### config.mk
export PLATFORM = sky130hd
export DESIGN_NAME = sdram_prefetch_buffer
export DESIGN_NICKNAME = d
export VERILOG_FILES = /design/src/rtl/sdram_prefetch_buffer.sv
export SDC_FILE = /design/constraint.sdc
export NUM_CORES = 1
export LEC_CHECK = 0
export ABC_CLOCK_PERIOD_IN_PS = 3700
export CAP_MARGIN = 20
export CORE_MARGIN = 3
export CORE_UTILIZATION = 40
export CTS_BUF_LIST = sky130_fd_sc_hd__clkbuf_4
export CTS_CLUSTER_DIAMETER = 100
export DETAILED_ROUTE_END_ITERATION = 7
export PLACE_DENSITY_LB_ADDON = 0.25
export SLEW_MARGIN = 20
export SYNTH_ARGS = -nofsm -noshare
export SYNTH_HDL_FRONTEND = slang
export SYNTH_SLANG_ARGS = --single-unit
### constraint.sdc
create_clock -name clk -period 3.7 [get_ports clk]
set_input_delay 0.74 -clock clk [delete_from_list [all_inputs] [get_ports clk]]
set_output_delay 0.74 -clock clk [all_outputs]
set_load 0.02 [all_outputs]
### src/rtl/sdram_prefetch_buffer.sv
// sdram_prefetch_buffer: DEPTH-entry sequential stream buffer in front
// of sdram_controller; demand reads that hit the head return in one cycle.
module sdram_prefetch_buffer #(
  parameter int ADDR_W   = 23,
  parameter int DATA_W   = 32,
  parameter int DEPTH    = 4,
  parameter bit PF_EN    = 1'b1,
  parameter bit ROW_STOP = 1'b1
) (
  input  logic              clk,
  input  logic              rst,
  input  logic              req_valid,
  output logic              req_ready,
  input  logic              req_rw,
  input  logic [ADDR_W-1:0] req_addr,
  input  logic [DATA_W-1:0] req_wdata,
  output logic              rsp_valid,
  output logic [DATA_W-1:0] rsp_rdata,
  output logic              mem_in_valid,
  output logic              mem_rw,
  output logic [ADDR_W-1:0] mem_addr,
  output logic [DATA_W-1:0] mem_wdata,
  input  logic              mem_busy,
  input  logic              mem_out_valid,
  input  logic [DATA_W-1:0] mem_rdata
);

  localparam int PW = $clog2(DEPTH);
  localparam int CW = $clog2(DEPTH + 1);

  typedef enum logic [2:0] {
    S_IDLE,
    S_HIT_WAIT,
    S_MISS_DRAIN,
    S_DEMAND,
    S_WRITE
  } state_t;

  state_t            state, state_nx;
  logic [DATA_W-1:0] buf_q [DEPTH];
  logic [PW-1:0]     rd_ptr, wr_ptr;
  logic [CW-1:0]     count;
  logic [ADDR_W-1:0] head_addr, nxt_addr, dem_addr;
  logic [DATA_W-1:0] dem_wdata;
  logic              stream, inflight, wr_pend, wr_seen, alive;

  logic              acc, rd_acc, wr_acc, hit, pf_match;
  logic              mem_free, pf_ok;
  logic              issue, iss_rw;
  logic [ADDR_W-1:0] iss_addr;
  logic [DATA_W-1:0] iss_wdata;
  logic              push, pop, flush;
  logic              rsp_set;
  logic [DATA_W-1:0] rsp_data;
  logic              head_adv, head_load, wr_done;

  assign req_ready = alive && (state == S_IDLE);
  assign acc       = req_valid && req_ready;
  assign rd_acc    = acc && !req_rw;
  assign wr_acc    = acc && req_rw;

  assign hit = rd_acc && (count != '0) &&
               (req_addr[ADDR_W-1:2] == head_addr[ADDR_W-1:2]);

  // in S_IDLE any read in flight is a prefetch at mem_addr
  assign pf_match = rd_acc && (count == '0) && inflight &&
                    (req_addr[ADDR_W-1:2] == mem_addr[ADDR_W-1:2]);

  assign mem_free = !inflight && !mem_busy && !wr_pend;

  assign nxt_addr = head_addr +
                    ((ADDR_W'(count) + ADDR_W'(inflight)) << 2);

  assign pf_ok = PF_EN && stream &&
                 (((CW+1)'(count) + (CW+1)'(inflight)) < (CW+1)'(DEPTH)) &&
                 (!ROW_STOP || (nxt_addr[9:0] != '0));

  always_comb begin
    state_nx  = state;
    issue     = 1'b0;
    iss_rw    = 1'b0;
    iss_addr  = dem_addr;
    iss_wdata = dem_wdata;
    push      = 1'b0;
    pop       = 1'b0;
    flush     = 1'b0;
    rsp_set   = 1'b0;
    rsp_data  = mem_rdata;
    head_adv  = 1'b0;
    head_load = 1'b0;
    wr_done   = 1'b0;
    unique case (state)
      S_IDLE: begin
        push = inflight && mem_out_valid && !pf_match;
        if (wr_acc) begin
          state_nx = S_WRITE;
          flush    = 1'b1;
        end else if (hit) begin
          pop      = 1'b1;
          rsp_set  = 1'b1;
          rsp_data = buf_q[rd_ptr];
          head_adv = 1'b1;
        end else if (pf_match) begin
          // fetch returning this very cycle is forwarded directly
          if (mem_out_valid) begin
            rsp_set  = 1'b1;
            head_adv = 1'b1;
          end else begin
            state_nx = S_HIT_WAIT;
          end
        end else if (rd_acc) begin
          state_nx = S_MISS_DRAIN;
          flush    = 1'b1;
        end
        if (mem_free && pf_ok && (!acc || hit)) begin
          issue    = 1'b1;
          iss_addr = nxt_addr;
        end
      end
      S_HIT_WAIT: begin
        if (mem_out_valid) begin
          rsp_set  = 1'b1;
          head_adv = 1'b1;
          state_nx = S_IDLE;
        end
      end
      S_MISS_DRAIN: begin
        if (mem_free) begin
          issue    = 1'b1;
          state_nx = S_DEMAND;
        end
      end
      S_DEMAND: begin
        if (mem_out_valid) begin
          rsp_set   = 1'b1;
          head_load = 1'b1;
          state_nx  = S_IDLE;
        end
      end
      S_WRITE: begin
        if (wr_pend) begin
          if (wr_seen && !mem_busy) begin
            wr_done  = 1'b1;
            state_nx = S_IDLE;
          end
        end else if (mem_free) begin
          issue  = 1'b1;
          iss_rw = 1'b1;
        end
      end
      default: state_nx = S_IDLE;
    endcase
  end

  always_ff @(posedge clk or negedge rst) begin
    if (!rst) begin
      state        <= S_IDLE;
      alive        <= 1'b0;
      rd_ptr       <= '0;
      wr_ptr       <= '0;
      count        <= '0;
      head_addr    <= '0;
      dem_addr     <= '0;
      dem_wdata    <= '0;
      stream       <= 1'b0;
      inflight     <= 1'b0;
      wr_pend      <= 1'b0;
      wr_seen      <= 1'b0;
      rsp_valid    <= 1'b0;
      rsp_rdata    <= '0;
      mem_in_valid <= 1'b0;
      mem_rw       <= 1'b0;
      mem_addr     <= '0;
      mem_wdata    <= '0;
    end else begin
      alive        <= 1'b1;
      state        <= state_nx;
      mem_in_valid <= issue;
      rsp_valid    <= rsp_set;
      if (acc) begin
        dem_addr  <= req_addr & ~ADDR_W'(3);
        dem_wdata <= req_wdata;
      end
      if (issue) begin
        mem_rw    <= iss_rw;
        mem_addr  <= iss_addr;
        mem_wdata <= iss_wdata;
      end
      if (rsp_set) rsp_rdata <= rsp_data;
      if (issue && !iss_rw) inflight <= 1'b1;
      else if (mem_out_valid) inflight <= 1'b0;
      if (issue && iss_rw) wr_pend <= 1'b1;
      else if (wr_done) wr_pend <= 1'b0;
      if (issue || wr_done) wr_seen <= 1'b0;
      else if (wr_pend && mem_busy) wr_seen <= 1'b1;
      if (flush) begin
        rd_ptr <= '0;
        wr_ptr <= '0;
        count  <= '0;
      end else begin
        if (push) wr_ptr <= wr_ptr + 1'b1;
        if (pop) rd_ptr <= rd_ptr + 1'b1;
        count <= count + CW'(push) - CW'(pop);
      end
      if (head_load) head_addr <= dem_addr + ADDR_W'(4);
      else if (head_adv) head_addr <= head_addr + ADDR_W'(4);
      if (head_load) stream <= 1'b1;
      else if (flush) stream <= 1'b0;
    end
  end

  always_ff @(posedge clk) begin
    if (push && !flush) buf_q[wr_ptr] <= mem_rdata;
  end

endmodule

=== Word-level counts from Yosys, hierarchy flattened ===
Memory sizes are Yosys's and may differ from the RTL's.
Cells that the tools add are included.

* Add/subtract/negate cells: 9
* $lt $le $gt $ge: 1
* Eq/ne operators: 13
* Mux-type cells: 56
* Reduce and logical (&&, ||, !) cells: 45

{| class="wikitable"
|+ Operator list
! operator !! count
|-
| two-way mux 32 bit || 3
|-
| two-way mux 23 bit || 4
|-
| adder 23 x 3 -> 23 bit, second input constant || 2
|-
| == test 21 bit || 2
|-
| two-way mux 1 bit || 31
|-
| two-way mux 3 bit || 10
|-
| adder 23 x 6 -> 23 bit || 1
|-
| logical AND 1 bit || 22
|-
| nonzero test 2 bit || 7
|-
| case mux 3 bit (4 select lines) || 1
|-
| nonzero test 10 bit || 1
|-
| adder 3 x 1 -> 4 bit || 2
|-
| zero test 1 bit || 8
|-
| two-way mux 2 bit || 4
|-
| inequality test 4 bit, second input constant || 2
|-
| AND reduction 7 bit || 1
|-
| == test 3 x 2 -> 1 bit, second input constant || 2
|-
| zero test 3 bit || 2
|-
| inequality test 2 bit, second input constant || 3
|-
| adder 2 x 1 -> 2 bit, second input constant || 2
|-
| < comparator 4 x 3 -> 1 bit, second input constant || 1
|-
| case mux 1 bit (2 select lines) || 2
|-
| adder 3 x 1 -> 3 bit || 1
|-
| == test 3 x 1 -> 1 bit, second input constant || 1
|-
| 8 further kinds || 9
|}

* Bits in registers: 181
* Bits in writable memories: 128
* Input port bits: 93
* Logic and storage cells: 143
* Memories: 1

{| class="wikitable"
|+ Memory list
! name !! depth !! width !! rd ports !! clocked after memory_dff !! wr ports !! RTL line !! RTL
|-
| buf_q || 4 || 32 || 1 || 0 || 1 || 40 || <nowiki>logic [DATA_W-1:0] buf_q [DEPTH];</nowiki>
|}

=== Logic depth before layout (Yosys ltp) ===
Gate-level depths: netlist of run 1.

* Depth after elaboration: 15
* Depth in mapped cells: 16

=== Least setup slack after synthesis of run 1 ===
OpenSTA, ideal clock, no wires.

* Kind: input port to flip-flop
* Start point: input mem_out_valid
* End point: register head_addr[20]
* Setup time: 0.137 ns
* Arrival time: 3.679 ns
* Setup slack: -0.115 ns
* Cell stages on the path: 14
* Path buffers: 4
* Path through: and4b_1 > clkbuf_1 > clkbuf_1 > clkbuf_1 > nand2_1 > o21ai_0 > ha_1 > clkbuf_1 > nand3_1 > o31ai_1 > a21boi_0 > nor2b_1 > mux2i_1 > a21oi_1

* Longest elaborated chain between the ends: 6
* Elaborated cells on any way between the ends: 8
* Classes of those cells: mux: 7; reduce/logical: 1

{| class="wikitable"
|+ RTL lines
! item !! RTL line !! RTL
|-
| start: declaration || 24 || <nowiki>input logic mem_out_valid,</nowiki>
|-
| two-way mux 1 bit (*) || 105, 121, 134 ||
|-
| two-way mux 1 bit || 103 || <nowiki>end else if (pf_match) begin</nowiki>
|-
| two-way mux 1 bit || 98 || <nowiki>end else if (hit) begin</nowiki>
|-
| two-way mux 1 bit || 95 || <nowiki>if (wr_acc) begin</nowiki>
|-
| case mux 1 bit (2 select lines) || 92 || <nowiki>unique case (state)</nowiki>
|-
| nonzero test 2 bit (no source line) || -- ||
|-
| end signal: assignment || 205 || <nowiki>if (head_load) head_addr <= dem_addr + ADDR_W'(4);</nowiki>
|-
| end signal: assignment || 206 || <nowiki>else if (head_adv) head_addr <= head_addr + ADDR_W'(4);</nowiki>
|-
| end: declaration || 43 || <nowiki>logic [ADDR_W-1:0] head_addr, nxt_addr, dem_addr;</nowiki>
|}

Every way passes the cells marked *; elsewhere a longest branch is shown, timed or not.
A chain may end at the register's enable or synchronous reset.

=== Worst setup path in the final report of run 1 ===
* Start point: register count[0]
* End point: register mem_wdata[3]

* Longest elaborated chain between the ends: 8
* Elaborated cells on any way between the ends: 15
* Classes of those cells: add/sub: 3; order compare: 1; mux: 2; reduce/logical: 9

{| class="wikitable"
|+ RTL lines
! item !! RTL line !! RTL
|-
| start: declaration || 42 || <nowiki>logic [CW-1:0] count;</nowiki>
|-
| start signal: assignment || 203 || <nowiki>count <= count + CW'(push) - CW'(pop);</nowiki>
|-
| adder 3 x 1 -> 4 bit || 72, 75 ||
|-
| adder 23 x 6 -> 23 bit or < comparator 4 x 3 -> 1 bit (tied branches) || 71, 75 ||
|-
| nonzero test 10 bit or logical AND 1 bit (tied branches) || 76, 74 ||
|-
| logical AND 1 bit || 75 || <nowiki>(((CW+1)'(count) + (CW+1)'(inflight)) < (CW+1)'(DEPTH)) &&</nowiki>
|-
| logical AND 1 bit || 115 || <nowiki>if (mem_free && pf_ok && (!acc || hit)) begin</nowiki>
|-
| logical AND 1 bit (*) || 115 ||
|-
| two-way mux 1 bit (*) || 115 ||
|-
| case mux 1 bit (3 select lines) (*) || 92 ||
|-
| end signal: assignment || 187 || <nowiki>mem_wdata <= iss_wdata;</nowiki>
|-
| end: declaration || 22 || <nowiki>output logic [DATA_W-1:0] mem_wdata,</nowiki>
|}

Marks and branches as above.

==> results of run 1 <==
## power by group through the flow
stage	sequential (mW)	clock (mW)	combinational [mW]
3_3_place_gp	5.32	0	4.07
5_1_grt	5.44	3.29	4.46
3_5_place_dp	5.34	0	4.13
2_1_floorplan	5.56	0	2.00
4_1_cts	5.30	3.12	4.15
6_report	5.30	2.98	4.10
## worst reg2reg max path: stages (launching register included)
cell      delay, ns
dfrtp_1        0.40
ha_1           0.22
ha_1           0.19
xor2_1         0.26
ha_1           0.32
a211oi_1       0.33
a211oi_1       0.14
xnor2_1        0.24
and4_1         0.25
a221o_1        0.18
nor2b_4        0.21
buf_12         0.20
mux2_2         0.37
## cells in the mapped netlist, drive strengths merged (27+ instances only)
library cell | number | area [um^2]
a21oi | 59 | 295
clkbuf | 57 | 214
dfrtp | 177 | 4430
edfxtp | 128 | 3840
mux2 | 47 | 631
mux2i | 54 | 541
mux4 | 32 | 721
nand2 | 237 | 890
nor2 | 43 | 161
o21ai | 60 | 300
xnor2 | 27 | 236
xor2 | 41 | 359
## kinds of logic after synthesis
logic type | after synthesis | synth area share
AOI/OAI and AO/OA | 162 | 0.0659
DFF | 305 | 0.585
and+or+nand+nor | 402 | 0.128
xor gates and xnor gates | 68 | 0.0421
adders and majority gates | 17 | 0.0161
other | 2 | 0.000531
muxes | 133 | 0.134
buffers and inverters | 90 | 0.0276
## layer usage
layer,track usage,part of all wire,vias up
li1,-,-,4727
met4,0.0766,0.030,4
met1,0.249,0.43,4860
met3,0.0565,0.073,76
met2,0.298,0.46,331
met5,0,0.00090,-
## flip-flops by register name (all words and copies together) (netlist names), 2 cells and up
signal     flops
wr_ptr         2
buf_q        128
mem_wdata     32
dem_wdata     32
count          3
rsp_rdata     32
dem_addr      21
mem_addr      21
rd_ptr         2
state          3
head_addr     21
## worst max path at each step
stage / start / end / slack [ns] / cells past startpoint
5_1_grt: count[0] / mem_wdata[4] / 0.02 / 12
4_1_cts: inflight / mem_wdata[1] / 0.24 / 12
6_report: count[0] / mem_wdata[3] / 0.26 / 12
3_3_place_gp: req_addr[12] / count[2] / -0.02 / 14
2_1_floorplan: mem_out_valid / head_addr[20] / 0.02 / 14
3_5_place_dp: req_addr[21] / count[2] / -0.06 / 13
## cell type report
cell class,count,area [um^2],share of cell area
clock buffer,124,931,0.0522
timing repair buffer,241,2390,0.134
multi-input combinational,785,5500,0.309
antenna,5,12.5,0.000702
inverter,15,56.3,0.00316
tap,455,569,0.0319
clock inverter,14,93.8,0.00526
sequential,305,8270,0.464
## stage by stage
stage | area, um^2 | util | std cells | hold WS, ns | power, mW
2_1_floorplan | 14100 | - | 1180 | 0.442 | 7.57
3_3_place_gp | 16800 | 0.484 | 1801 | 0.455 | 9.39
3_5_place_dp | 16800 | 0.484 | 1801 | 0.459 | 9.47
4_1_cts | 17800 | 0.513 | 1939 | 0.0170 | 12.6
5_1_grt | 17800 | 0.514 | 1944 | 0.0914 | 13.2
6_report | 17800 | 0.514 | 1944 | 0.0838 | 12.4
==> impl_metrics.yaml, run 1 <==
run_status:
  run_status: "finished, final reports clean"
setup_path:
  r2r_slack_ns: 0.26
  crit_path_cell_trace: "ha_1 > ha_1 > xor2_1 > ha_1 > a211oi_1 > a211oi_1 > xnor2_1 > and4_1 > a221o_1 > nor2b_4 > buf_12 > mux2_2"
  worst-path-buf-inv: 1
  critical-path-top-delay-family: "adder cells"
  end_kind: "register"
  r2r-end: "mem_wdata[3]"
  crit_path_max_fanout: 19
  arrival_ns: 4.05
  cp_common_cell: "ha_1"
  reg2reg_depth: 12
  critPathKind: "register to register"
  crit_path_max_incr_delay_ns: 0.40
  required_ns: 4.32
  critPathSlowestCell: "dfrtp_1"
  worstSetupStartpointType: "register"
  rr_startpoint: "count[0]"
clock_tree:
  root_buffer: "clkbuf_4"
  cts_tree: "built"
  postCtsSetupBuffers: 0
  clkSinkCount: 305
  post_cts_resized: 0
  clk_pin_slew_ns: 0.07
  cts_buffers: 81
  hold_buffers: 0
  h-tree-depth: 3
  clock_path_buffers: 3
  clk-insertion-delay-late_ns: 0.74
floorplan:
  io_pins: 184
  rows: 68
  coreArea_um2: 34700
  die_h_um: 194
  dieArea_um2: 37600
  start_util: 0.407
  fp.dieW_um: 194
power_and_ir_drop:
  seqPwrFrac: 0.428
  ir_drop_mv: 0.395
  clkPwrFrac: 0.241
  p_sw_mw: 4.30
  switching_share: 0.347
  power.share.combinational: 0.331
  p_int_mw: 8.08
  powerDensity_nw_per_um2: 694
  leakagePower_nw: 7.35
grt:
  grt_first_pass_wirelength_um: 57200
  grt_max_degree: 84
  antenna_found_initial: 3
  grt_pass1_vias: 10402
  overflow: 0
  grtUsageTotal: 0.190
yosys:
  post_synth.cell_area_avg_um2: 12.0
  synth_cells: 1179
  synth_seq_cells: 305
  ys_warn_count: 0
  syn_area_um2: 14100
  ys_seq_area_frac: 0.585
  ys.flop_type: "dfrtp_1"
  async_flop_share: 0.580
  synth_cell_type_count: 60
  synth_edf_count: 128
drt:
  drt_iter0_drc: 542
  drt_wl_total_um: 35500
  first_pass_iters: 5
  vias: 9998
  post-route-drc-count: 0
  ant_nets: 0
  routedWlPerCell_um: 18.3
  vias_per_cell: 5.14
sta:
  finalHoldViolCount: 0
  worst_slew_pin_slew_ns: 0.713
  worst_slack_ns: 0.264
  slew_headroom: 0.525
  rsz0062_at_grt: "no"
  timing.final.crit_period_ns: 3.44
  tns_ns: 0
  setup_viol_count_final: 0
  finalMaxSlewViolations: 0
  fmax_ghz: 0.291
  finalClockSkew_ns: 0.0328
  fin_crit_sh: 0.929
placed_design:
  place_ws_ns: -0.0618
  dpl.hpwl_um: 23300
  portBuffers: 179
  place_congestion: 0.859
finish:
  layout_common_cells: "237 x nand2_1, 178 x clkdlybuf4s50_1, 176 x dfrtp_1"
  nNetsFinal: 1539
  drive_gt1_frac: 0.194
  final_common_cell: "nand2_1"
  fill_cells: 3108
  syn2layout_area_growth_pct: 26.1
flow_run:
  drv_cap: 0
min_path:
  hold_class: "primary input to asynchronous set/reset pin"
No activity file was read; power rests on OpenSTA's default activity.
==> inputs of run 2 (changes only) <==
Settings changed: CORE_ASPECT_RATIO set to 0.5, CTS_CLUSTER_SIZE set to 16.
==> impl_metrics.yaml, run 2 (synthesis gave the netlist of run 1 again) <==
run_status:
  run_status: "finished, final reports clean"
setup_path:
  critPathSlowestCell: "dfrtp_1"
  crit_path_cell_trace: "ha_1 > ha_1 > xor2_1 > ha_1 > a211oi_1 > a211oi_1 > xnor2_1 > and4_1 > a221o_1 > nor2b_4 > buf_12 > mux2_2"
  critPathKind: "register to register"
  worstSetupStartpointType: "register"
  arrival_ns: 4.14
  cp_common_cell: "ha_1"
  critical-path-top-delay-family: "adder cells"
  crit_path_max_fanout: 18
  end_kind: "register"
  worst-path-buf-inv: 1
  required_ns: 4.35
  crit_path_max_incr_delay_ns: 0.44
drt:
  post-route-drc-count: 0
  drt_iter0_drc: 765
  first_pass_iters: 5
  vias: 9700
  drt_wl_total_um: 35500
  ant_nets: 0
  vias_per_cell: 5.24
  routedWlPerCell_um: 19.2
finish:
  final_common_cell: "nand2_1"
  layout_common_cells: "237 x nand2_1, 178 x clkdlybuf4s50_1, 176 x dfrtp_1"
  utilization: 0.506
  nNetsFinal: 1482
  fill_cells: 3015
  top_register: "buf_q"
  drive_gt1_frac: 0.141
  syn2layout_area_growth_pct: 21.4
  largest_reg_flops: 128
clock_tree:
  clock_path_buffers: 3
  h-tree-depth: 1
  root_buffer: "clkbuf_4"
  postCtsSetupBuffers: 0
  clk-insertion-delay-late_ns: 0.75
  clkSinkCount: 305
  cts_buffers: 23
  clk_pin_slew_ns: 0.18
  cts_tree: "built"
grt:
  grtUsageTotal: 0.186
  antenna_found_initial: 3
  grt_max_degree: 69
  overflow: 0
  grt_pass1_vias: 9870
  grt_first_pass_wirelength_um: 56700
placed_design:
  portBuffers: 179
  place_congestion: 0.912
  dpl.hpwl_um: 24300
flow_run:
  drv_cap: 0
min_path:
  hold_class: "register to register"
sta:
  tns_ns: 0
  fin_crit_sh: 0.943
  timing.final.crit_period_ns: 3.49
  finalClockSkew_ns: 0.0551
  setup_viol_count_final: 0
  finalHoldViolCount: 0
  worst_slew_pin_slew_ns: 0.747
  finalMaxSlewViolations: 0
  fmax_ghz: 0.287
  slew_headroom: 0.502
floorplan:
  die_h_um: 139
  coreArea_um2: 33900
  rows: 47
  start_util: 0.416
  io_pins: 184
  dieArea_um2: 37800
  fp.dieW_um: 272
power_and_ir_drop:
  leakagePower_nw: 6.91
  ir_drop_mv: 0.212
  powerDensity_nw_per_um2: 639
run 2: cell count changes in the layout (fill, tap and decap cells not counted), sizes merged:
cell / previous run / this run
clkbuf: 125 / 35
clkinv: 8 / 0
diode: 5 / 2
inv: 19 / 16
buf: 62 / 63
bufinv: 1 / 0
dlygate4sd3: 0 / 1
run 2: worst paths after layout:
kind / start / endpoint / slack [ns] / depth (start not counted)
worst max-delay path: count[0] / mem_wdata[3] / 0.21 / 12
worst min-delay path: dem_wdata[3] / dem_wdata[3] / 0.49 / 2
worst max register to register: count[0] / mem_wdata[3] / 0.21 / 12
worst min register to register: dem_wdata[3] / dem_wdata[3] / 0.49 / 2
max in group asynchronous: rst / dem_wdata[22] / 2.35 / 3
min in group asynchronous: rst / dem_addr[17] / 0.54 / 2
run 2: repair_timing:
| action | in CTS | in global routing |
|---|---|---|
| endpoints found under the setup margin | 0 | 5 |
| hold endpoints to repair | 63 | 0 |
| hold buffers | 1 | 0 |
| resized for setup | 0 | 1 |
run 2: metal layers:
| metal | vias up | GRT usage | share of wire |
|---|---|---|---|
| met1 | 4863 | 0.253 | 0.43 |
| met4 | 2 | 0.0361 | 0.020 |
| met3 | 56 | 0.0261 | 0.044 |
| met5 | - | 0 | 0.00020 |
| met2 | 224 | 0.323 | 0.50 |
| li1 | 4555 | - | - |
run 2: power breakdown:
| group | internal [mW] | switching [mW] |
|---|---|---|
| sequential | 4.42 | 0.870 |
| clock | 0.439 | 1.08 |
| combinational | 2.09 | 2.07 |
| total | 6.95 | 4.02 |
run 2: cell type report:
class,count,area [um^2],share of cell area
Timing Repair Buffer,242,2440,0.142
Sequential cell,305,8270,0.482
Multi-Input combinational cell,785,5510,0.321
Clock buffer,35,263,0.0153
Clock inverter,2,23.8,0.00139
Inverter,15,56.3,0.00328
Tap cell,465,582,0.0339
Antenna cell,2,5.00,0.000292
run 2: per-stage QoR:
stage	setup WS [ns]	cells	instance area (um^2)	power (mW)	hold slack [ns]
global placement	-0.116	1811	16800	9.40	0.455
finish	0.212	1851	17200	11.0	0.492
CTS	0.171	1849	17100	11.1	0.447
global route	-0.00337	1851	17200	11.6	0.454
detailed placement	-0.104	1811	16800	9.54	0.459
floorplan	0.0164	1180	14100	7.57	0.442
run 2: tightest hold or removal path: cells and delay by family, from the launching register on:
family           cells  cell delay, ns
DFF                  1            0.37
and+or+nand+nor      2            0.10
==> inputs of run 3 (changes only) <==
Settings changed: SLEW_MARGIN 20 to unset.
==> results of run 3 <==
No change in the layout: final DEF, timing and power equal those of run 2.
